==> src/rtl/pwl_activation_pipe.sv <==
// Programmable piecewise-linear activation: y = bias[k] +/- ((x - start[k]) >> shift[k]).
// Three pipeline stages: segment select, slope shift, bias add with saturation.
module pwl_activation_pipe #(
   parameter int DATA_W  = 16,
   parameter int SEGS    = 8,
   parameter int SHIFT_W = 5,
   localparam int AW     = $clog2(SEGS)
) (
   input  logic               clk,
   input  logic               rst,
   input  logic               cfg_we,
   input  logic [AW-1:0]      cfg_addr,
   input  logic [DATA_W-1:0]  cfg_start,
   input  logic [SHIFT_W-1:0] cfg_shift,
   input  logic               cfg_neg,
   input  logic [DATA_W-1:0]  cfg_bias,
   input  logic               in_valid,
   output logic               in_ready,
   input  logic [DATA_W-1:0]  in_x,
   output logic               out_valid,
   input  logic               out_ready,
   output logic [DATA_W-1:0]  out_y
);

   localparam int SW = DATA_W + 2;

   logic [DATA_W-1:0]  t_start [SEGS];
   logic [SHIFT_W-1:0] t_shift [SEGS];
   logic               t_neg   [SEGS];
   logic [DATA_W-1:0]  t_bias  [SEGS];

   logic en1, en2, en3;
   logic v1, v2, v3;

   logic [DATA_W-1:0]  x1, s1, b1;
   logic [SHIFT_W-1:0] sh1;
   logic               ng1, z1;

   logic [DATA_W:0]    t2;
   logic [DATA_W-1:0]  b2;
   logic               ng2;

   logic [AW-1:0]      k;
   logic               below;
   logic [DATA_W:0]    delta;
   logic [DATA_W:0]    term;
   logic [SW-1:0]      sum;
   logic [DATA_W-1:0]  sat;

   assign en3       = !v3 || out_ready;
   assign en2       = !v2 || en3;
   assign en1       = !v1 || en2;
   assign in_ready  = en1;
   assign out_valid = v3;

   // Reset table maps every input to a constant zero.
   always_ff @(posedge clk) begin
      if (!rst) begin
         for (int i = 0; i < SEGS; i++) begin
            t_start[i] <= {1'b1, {(DATA_W-1){1'b0}}};
            t_shift[i] <= '1;
            t_neg[i]   <= 1'b0;
            t_bias[i]  <= '0;
         end
      end else if (cfg_we) begin
         t_start[cfg_addr] <= cfg_start;
         t_shift[cfg_addr] <= cfg_shift;
         t_neg[cfg_addr]   <= cfg_neg;
         t_bias[cfg_addr]  <= cfg_bias;
      end
   end

   always_comb begin
      k = '0;
      for (int i = 0; i < SEGS; i++) begin
         if ($signed(in_x) >= $signed(t_start[i])) k = AW'(i);
      end
      below = $signed(in_x) < $signed(t_start[0]);
      if (below) k = '0;
   end

   always_ff @(posedge clk) begin
      if (!rst) begin
         v1 <= 1'b0;
      end else if (en1) begin
         v1  <= in_valid;
         x1  <= in_x;
         s1  <= t_start[k];
         sh1 <= t_shift[k];
         ng1 <= t_neg[k];
         b1  <= t_bias[k];
         z1  <= below;
      end
   end

   always_comb begin
      delta = {x1[DATA_W-1], x1} - {s1[DATA_W-1], s1};
      if (z1) delta = '0;
      term = (sh1 == '1) ? '0 : (delta >> sh1);
   end

   always_ff @(posedge clk) begin
      if (!rst) begin
         v2 <= 1'b0;
      end else if (en2) begin
         v2  <= v1;
         t2  <= term;
         b2  <= b1;
         ng2 <= ng1;
      end
   end

   // Sum is in range when the bits above the output sign all agree.
   always_comb begin
      if (ng2) sum = {{2{b2[DATA_W-1]}}, b2} - {1'b0, t2};
      else     sum = {{2{b2[DATA_W-1]}}, b2} + {1'b0, t2};
      if (sum[SW-1:DATA_W-1] == '0 || sum[SW-1:DATA_W-1] == '1)
         sat = sum[DATA_W-1:0];
      else if (sum[SW-1])
         sat = {1'b1, {(DATA_W-1){1'b0}}};
      else
         sat = {1'b0, {(DATA_W-1){1'b1}}};
   end

   always_ff @(posedge clk) begin
      if (!rst) begin
         v3    <= 1'b0;
         out_y <= '0;
      end else if (en3) begin
         v3 <= v2;
         if (v2) out_y <= sat;
      end
   end

endmodule

==> config.mk <==
export PLATFORM = sky130hd
export DESIGN_NAME = pwl_activation_pipe
export DESIGN_NICKNAME = d
export VERILOG_FILES = /design/src/rtl/pwl_activation_pipe.sv
export SDC_FILE = /design/constraint.sdc
export NUM_CORES = 1
export LEC_CHECK = 0
export BUFFER_PORTS_ARGS = -buffer_cell sky130_fd_sc_hd__buf_2
export CAP_MARGIN = 10
export CORE_UTILIZATION = 41
export DETAILED_ROUTE_END_ITERATION = 7
export GPL_TIMING_DRIVEN = 1
export MAX_ROUTING_LAYER = met4
export PLACE_DENSITY = 0.69
export SYNTH_ARGS = -nofsm -noshare
export SYNTH_HDL_FRONTEND = slang
export SYNTH_SLANG_ARGS = --single-unit
export TNS_END_PERCENT = 10
==> constraint.sdc <==
create_clock -name clk -period 4.7 [get_ports clk]
set_clock_uncertainty 0.15 [all_clocks]
set_input_delay 0.47 -clock clk [delete_from_list [all_inputs] [get_ports clk]]
set_output_delay 0.47 -clock clk [all_outputs]
set_load 0.03 [all_outputs]
# Word level (Yosys, flattened, before mapping)
# Memory sizes are Yosys's and may differ from the RTL's. A register that Yosys moved wholly into a read port is not among the register bits.
# Index checks and enable logic that the tools add are counted.
# word_totals
ff_bits	70
ramBits	304
output_inout_bits	18
word_cells	70
mem_count	4
# op_classes
n_addsub	3
order_cmp	8
eq_ne	2
n_shift	1
muxes	28
reduce_logical	15
# mem_list
memory	depth	word_bits	rd	rd_ports_with_merged_regs	wr	line	source
t_bias	8	16	1	1	8	30	logic [DATA_W-1:0] t_bias [SEGS];
t_start	8	16	9	1	8	27	logic [DATA_W-1:0] t_start [SEGS];
t_shift	8	5	1	1	8	28	logic [SHIFT_W-1:0] t_shift [SEGS];
t_neg	8	1	1	1	8	29	logic t_neg [SEGS];
# op_table
op	n
>= comparator 16 bit	7
2-to-1 mux 16 bit	4
2-to-1 mux 3 bit	11
OR reduction 16 bit	2
adder 18 x 17 -> 18 bit	1
2-to-1 mux 18 bit	1
subtractor 18 x 17 -> 18 bit	1
2-to-1 mux 17 bit	1
right shift 17 x 5 -> 17 bit	1
subtractor 16 x 16 -> 17 bit	1
less-than comparator 16 bit	1
2-to-1 mux 1 bit	10
AND reduction 2 bit	3
equality test 5 bit, second input constant	1
2-to-1 mux 5 bit	1
OR reduction 5 bit	1
logical OR 1 bit	4
equality test 3 bit, second input constant	1
zero test 1 bit	3
zero test 3 bit	1
OR reduction 1 bit	1

# Logic depth before layout (Yosys ltp)
# An unclocked memory read counts as a cell.
# logic_depth
depth_word	10
mapped_depth	17
mapped_depth_nobuf	16

# Worst setup path before layout
# Ideal clock, no wire load.
# synth_path
path_kind	input to register
startpoint	input cfg_addr[2]
endpoint	memory t_bias[1][0] (enable)
setup_ns	0.483
arrival_ns	3.564
slack_ns	0.504
path_stages	3
path_buffers	1
cell_sequence	nand3b_1 > clkbuf_1 > o21ai_0
# synth_lines
element	line	source
from (decl)	12	input logic [AW-1:0] cfg_addr,
to (decl)	30	

# Worst setup path after layout
# layout_path
startpoint	input in_x[0]
endpoint	register sh1[2], read port of t_shift, data pin
# layout_between
elab_chain_cells	9
elab_cells_between_ends	16
# layout_rtl
element	line	source
from (decl)	19	input logic [DATA_W-1:0] in_x,
>= comparator 16 bit	76	if ($signed(in_x) >= $signed(t_start[i])) k = AW'(i);
2-to-1 mux 1 bit	76	
2-to-1 mux 3 bit (6 in series)	76	
2-to-1 mux 3 bit *	79	if (below) k = '0;
to (decl)	36	logic [SHIFT_W-1:0] sh1;
# Every way passes the cells marked *; elsewhere a longest branch is shown, timed or not.
# A chain may end at the register's enable or synchronous reset.

==> flow_results.org <==
** Finish
- After filler insertion, the fill cell instance count of the layout stands at 5280.
- Fraction of final layout cells sized beyond drive strength 1 :: 10.4%
- Layout area overhead :: 11.8%
- In the final design database the tool counted 2514 nets.
- Share of the core filled with cells in the final layout :: 46.6%

** STA
- Least-Margin Pin Slew :: 1.20 ns
- Measured against its own limit, the worst slew margin works out to 20.2%.
- Sum Neg Setup Slack :: 0 ns
- Period minus WS final :: 4.34 ns
- In the finished design, the share of the clock period the worst path needs comes to 92.3%.
- Final Hold Fails :: 0
- Final number of max-transition violations :: 0
- Setup repair after global routing missed its margin :: no
- Setup violations remaining at the end of the flow were counted as 0.
- Maximum achievable frequency :: 0.231 GHz

** Synthesis
- In this run the mean area of a mapped cell was 10.8 sq um.
- Synth top area cells :: sky130_fd_sc_hd__edfxtp_1, sky130_fd_sc_hd__ha_1, sky130_fd_sc_hd__and2_1
- Synth Warn # :: 0
- Synthesis inferred 412 register bits.
- For this run, the leading register cell type out of synthesis is sky130_fd_sc_hd__edfxtp_1.
- Synth Instances :: 2243
- Share of Yosys cell area claimed by the top area cell type :: 47.9%
- Top cells by instance count after synthesis :: sky130_fd_sc_hd__edfxtp_1, sky130_fd_sc_hd__and2_1, sky130_fd_sc_hd__inv_1, sky130_fd_sc_hd__ha_1, sky130_fd_sc_hd__a21oi_1
- Yosys mapped a number of flops with a built-in enable equal to 385.
- After synthesis, flip-flops and latches occupy 50.1% of the total area.
- Mapped Nets :: 2468
- Post-synthesis cell area :: 0.0241 sq mm
- The netlist uses 91 different library cells.
- The synthesized design spends more area on one cell type than any other, namely sky130_fd_sc_hd__edfxtp_1.
- Post-synth ARST share :: 0%
- Yosys instantiated no cell more often than sky130_fd_sc_hd__edfxtp_1.

** Critical path
- Longest individual stage delay on the worst path :: 0.60 ns
- WP data required :: 4.88 ns
- Kind of end point of the critical path :: flip-flop
- Traced cell by cell, the critical path runs through dlygate4sd3_1 -> buf_2 -> inv_1 -> ha_1 -> nand2b_1 -> a21oi_1 -> o21ai_1 -> a211oi_1 -> or2_2 -> buf_4 -> buf_4 -> nor4_1 -> nor2_1 -> o31ai_1 -> a211oi_1.
- The largest individual stage delay along the critical path comes from the cell sky130_fd_sc_hd__dlygate4sd3_1.
- Count of cells along the worst register-to-register path :: 12
- Arrival time at the worst endpoint :: 4.51 ns
- Critical Path Source Type :: input pin
- The worst register-to-register path begins at t_start[7][9]$_SDFFCE_PN0P_.
- Worst R2R Setup Slack :: 0.55 ns
- Worst flop-to-flop path endpoint :: sh1[4]$_DFFE_PP_
- Of all nets on the critical path, the largest fanout is 24.
- Worst setup path startpoint :: in_x[0]
- The critical path is of the in2reg type.
- The critical path ends at sh1[2]$_DFFE_PP_.

** Routing
- Wires add up to 65.2 mm.
- WL met2 :: 31.5 mm
- After detailed routing, the average wire length per cell comes to 21.1 um.
- ANT nets after route :: 0
- Summing over every cut layer, the via total after detailed routing is 18000.
- For this block, wires on met1 add up to 27.8 mm.
- First-pass DRT Iterations :: 7
- Number of remaining DRC errors :: 0
- First DRT Iteration DRCs :: 1640
- Top sig layer :: met4
- Met3 routed WL :: 3.86 mm
- Via-to-Cell Ratio :: 5.82

** Die
- The die covers 0.0598 sq mm.
- The floorplan has 88 rows.
- Die H :: 245 um
- Effective utilization at floorplan :: 41.7%
- Core ar. :: 0.0579 sq mm
- Chip width :: 245 um
- 80 I/O pins were placed.

** CTS
- Post-CTS Repair Setup Buffers :: 0
- Post-cts gate resize count :: 0
- Clock latency on the worst-skew pair, taken at its later pin, is 0.60 ns.
- TritonCTS clock tree :: built
- Clock Sink Count :: 412
- Clock-pin slew was measured on the worst setup and hold paths at 0.06 ns.
- Number of buffers on the longest clock path :: 3
- Post-CTS Hold Fix Bufs :: 2
- Root buffer cell :: sky130_fd_sc_hd__clkbuf_16
- Inserted Clock Buffers :: 44
- H-tree depth :: 2

** Global route
- For this run, the total global-route usage over all layers was measured as 22.3%.
- Global routing finished with a remaining overflow of 0.
- Initial antenna violation count :: 5
- Number of global-route vias before repair :: 18100
- The first global-routing pass estimated 101 mm of wire.
- Entering global routing, the biggest net connects 46 pins.

** Power
- Max rail drop VDD :: 0.302 mV
- Share of total power in the clock network :: 31.5%
- Net switching is 32.1% of the power.
- Switching pwr :: 0.00350 W
- Total leakage power :: 10.4 nW
- Power density cells :: 404 mW/mm^2
- The internal portion of the total power is 0.00740 W.
- Share of power burned in combinational logic :: 27.0%
- Share of total power in sequential cells :: 41.5%

** Worst hold path
- The worst hold path belongs to the class in2reg.
- Counting instances, the worst hold path has a depth of 3.

** Place
- Buffers placed on the I/O ports in this run total 79.
- Final weighted congestion in routability-driven placement :: 0.949
- Dpl hpwl :: 46.2 mm

** Run
- Max capacitance violation total :: 0

** Run status
- The flow ran to the end, and the final reports show no timing, DRC or antenna violations.
==> through the flow <==
step | power (W) | std cells | setup WS, ns | hold WS, ns | instance area, sq um
2_1_floorplan | 0.00663 | 2243 | 0.504 | 0.250 | 24100
4_1_cts | 0.0109 | 3089 | 0.399 | 0.0407 | 27000
5_1_grt | 0.0114 | 3093 | 0.156 | 0.0506 | 27000
3_5_place_dp | 0.00750 | 3006 | 0.331 | 0.257 | 25500
3_3_place_gp | 0.00742 | 3006 | 0.431 | 0.252 | 25500
6_report | 0.0109 | 3095 | 0.363 | 0.0607 | 27000
==> placed cells by master (no fill, tap or decap), drive strengths merged, types with 20 or more instances in the layout <==
cell type	n
buf	131
edfxtp	385
mux2i	41
a31oi	46
xnor2	26
nor2	91
a21o	37
nand2b	35
and3	33
nand3	27
o31a	25
clkinv	20
or3	45
nor3	68
o31ai	43
o21ai	68
clkbuf	56
and2	255
a21boi	27
inv	165
dfxtp	27
nand2	75
a211oi	100
ha	161
a21oi	109
nor4	49
==> critical path, delay by kind of cell <==
kind / cells / cell delay, ns
compound gates: 5 / 1.36
buf+inv: 5 / 1.58
fa+ha+maj: 1 / 0.26
simple gates: 4 / 0.84
==> power groups by stage <==
stage | combinational (W) | sequential (W) | clock (W)
after CTS | 0.00291 | 0.00452 | 0.00347
after global routing | 0.00323 | 0.00455 | 0.00361
after floorplan | 0.00209 | 0.00454 | 0
after detailed placement | 0.00290 | 0.00460 | 0
final | 0.00294 | 0.00453 | 0.00344
after global placement | 0.00283 | 0.00459 | 0
==> logic make-up (layout without fill, tap and decap cells) <==
family                     after synthesis  in the layout  synth area share (%)
other                                    0              6                     0
buffers and inverters                  299            380                  4.98
muxes                                   44             44                  1.89
DFF                                    412            412                  50.1
adders and majority gates              163            163                  8.51
and+or+nand+nor                        737            737                  17.3
AOI/OAI and AO/OA                      554            554                  15.9
xor gates and xnor gates                34             34                  1.26
==> layer usage <==
metal	global-route usage, %	vias up
met3	2.95	146
li1	-	8461
met2	36.8	630
met5	-	-
met4	8.44	0
met1	27.8	8779
==> layout make-up <==
type | instances | area (sq um) | area share [%]
flip-flops and latches | 412 | 12100 | 44.9
multi-input cells | 1532 | 11000 | 40.8
clock buffers | 56 | 1150 | 4.25
well taps | 765 | 957 | 3.55
repair buffers | 133 | 856 | 3.17
inverters | 166 | 623 | 2.31
clock inverters | 25 | 277 | 1.02
diodes | 6 | 15.0 | 0.0557
==> worst min path at each step <==
stage	startpoint	to
floorplan	b1[0]$_DFFE_PP_	b2[0]$_DFFE_PP_
global placement	b1[0]$_DFFE_PP_	b2[0]$_DFFE_PP_
detailed placement	b1[1]$_DFFE_PP_	b2[1]$_DFFE_PP_
CTS	cfg_neg	t_neg[7]$_DFF_P_
global route	cfg_neg	t_neg[1]$_DFF_P_
finish	cfg_neg	t_neg[7]$_DFF_P_
==> registers in the layout, indices dropped and copies added, names as in the netlist <==
signal / flops
sh1: 5
ng2: 1
out_y: 16
t_start: 128
ng1: 1
b1: 16
b2: 16
t_neg: 8
s1: 16
t2: 17
x1: 16
z1: 1
v1: 1
t_bias: 128
out_valid: 1
v2: 1
t_shift: 40
(Power assumes the default switching activity.)
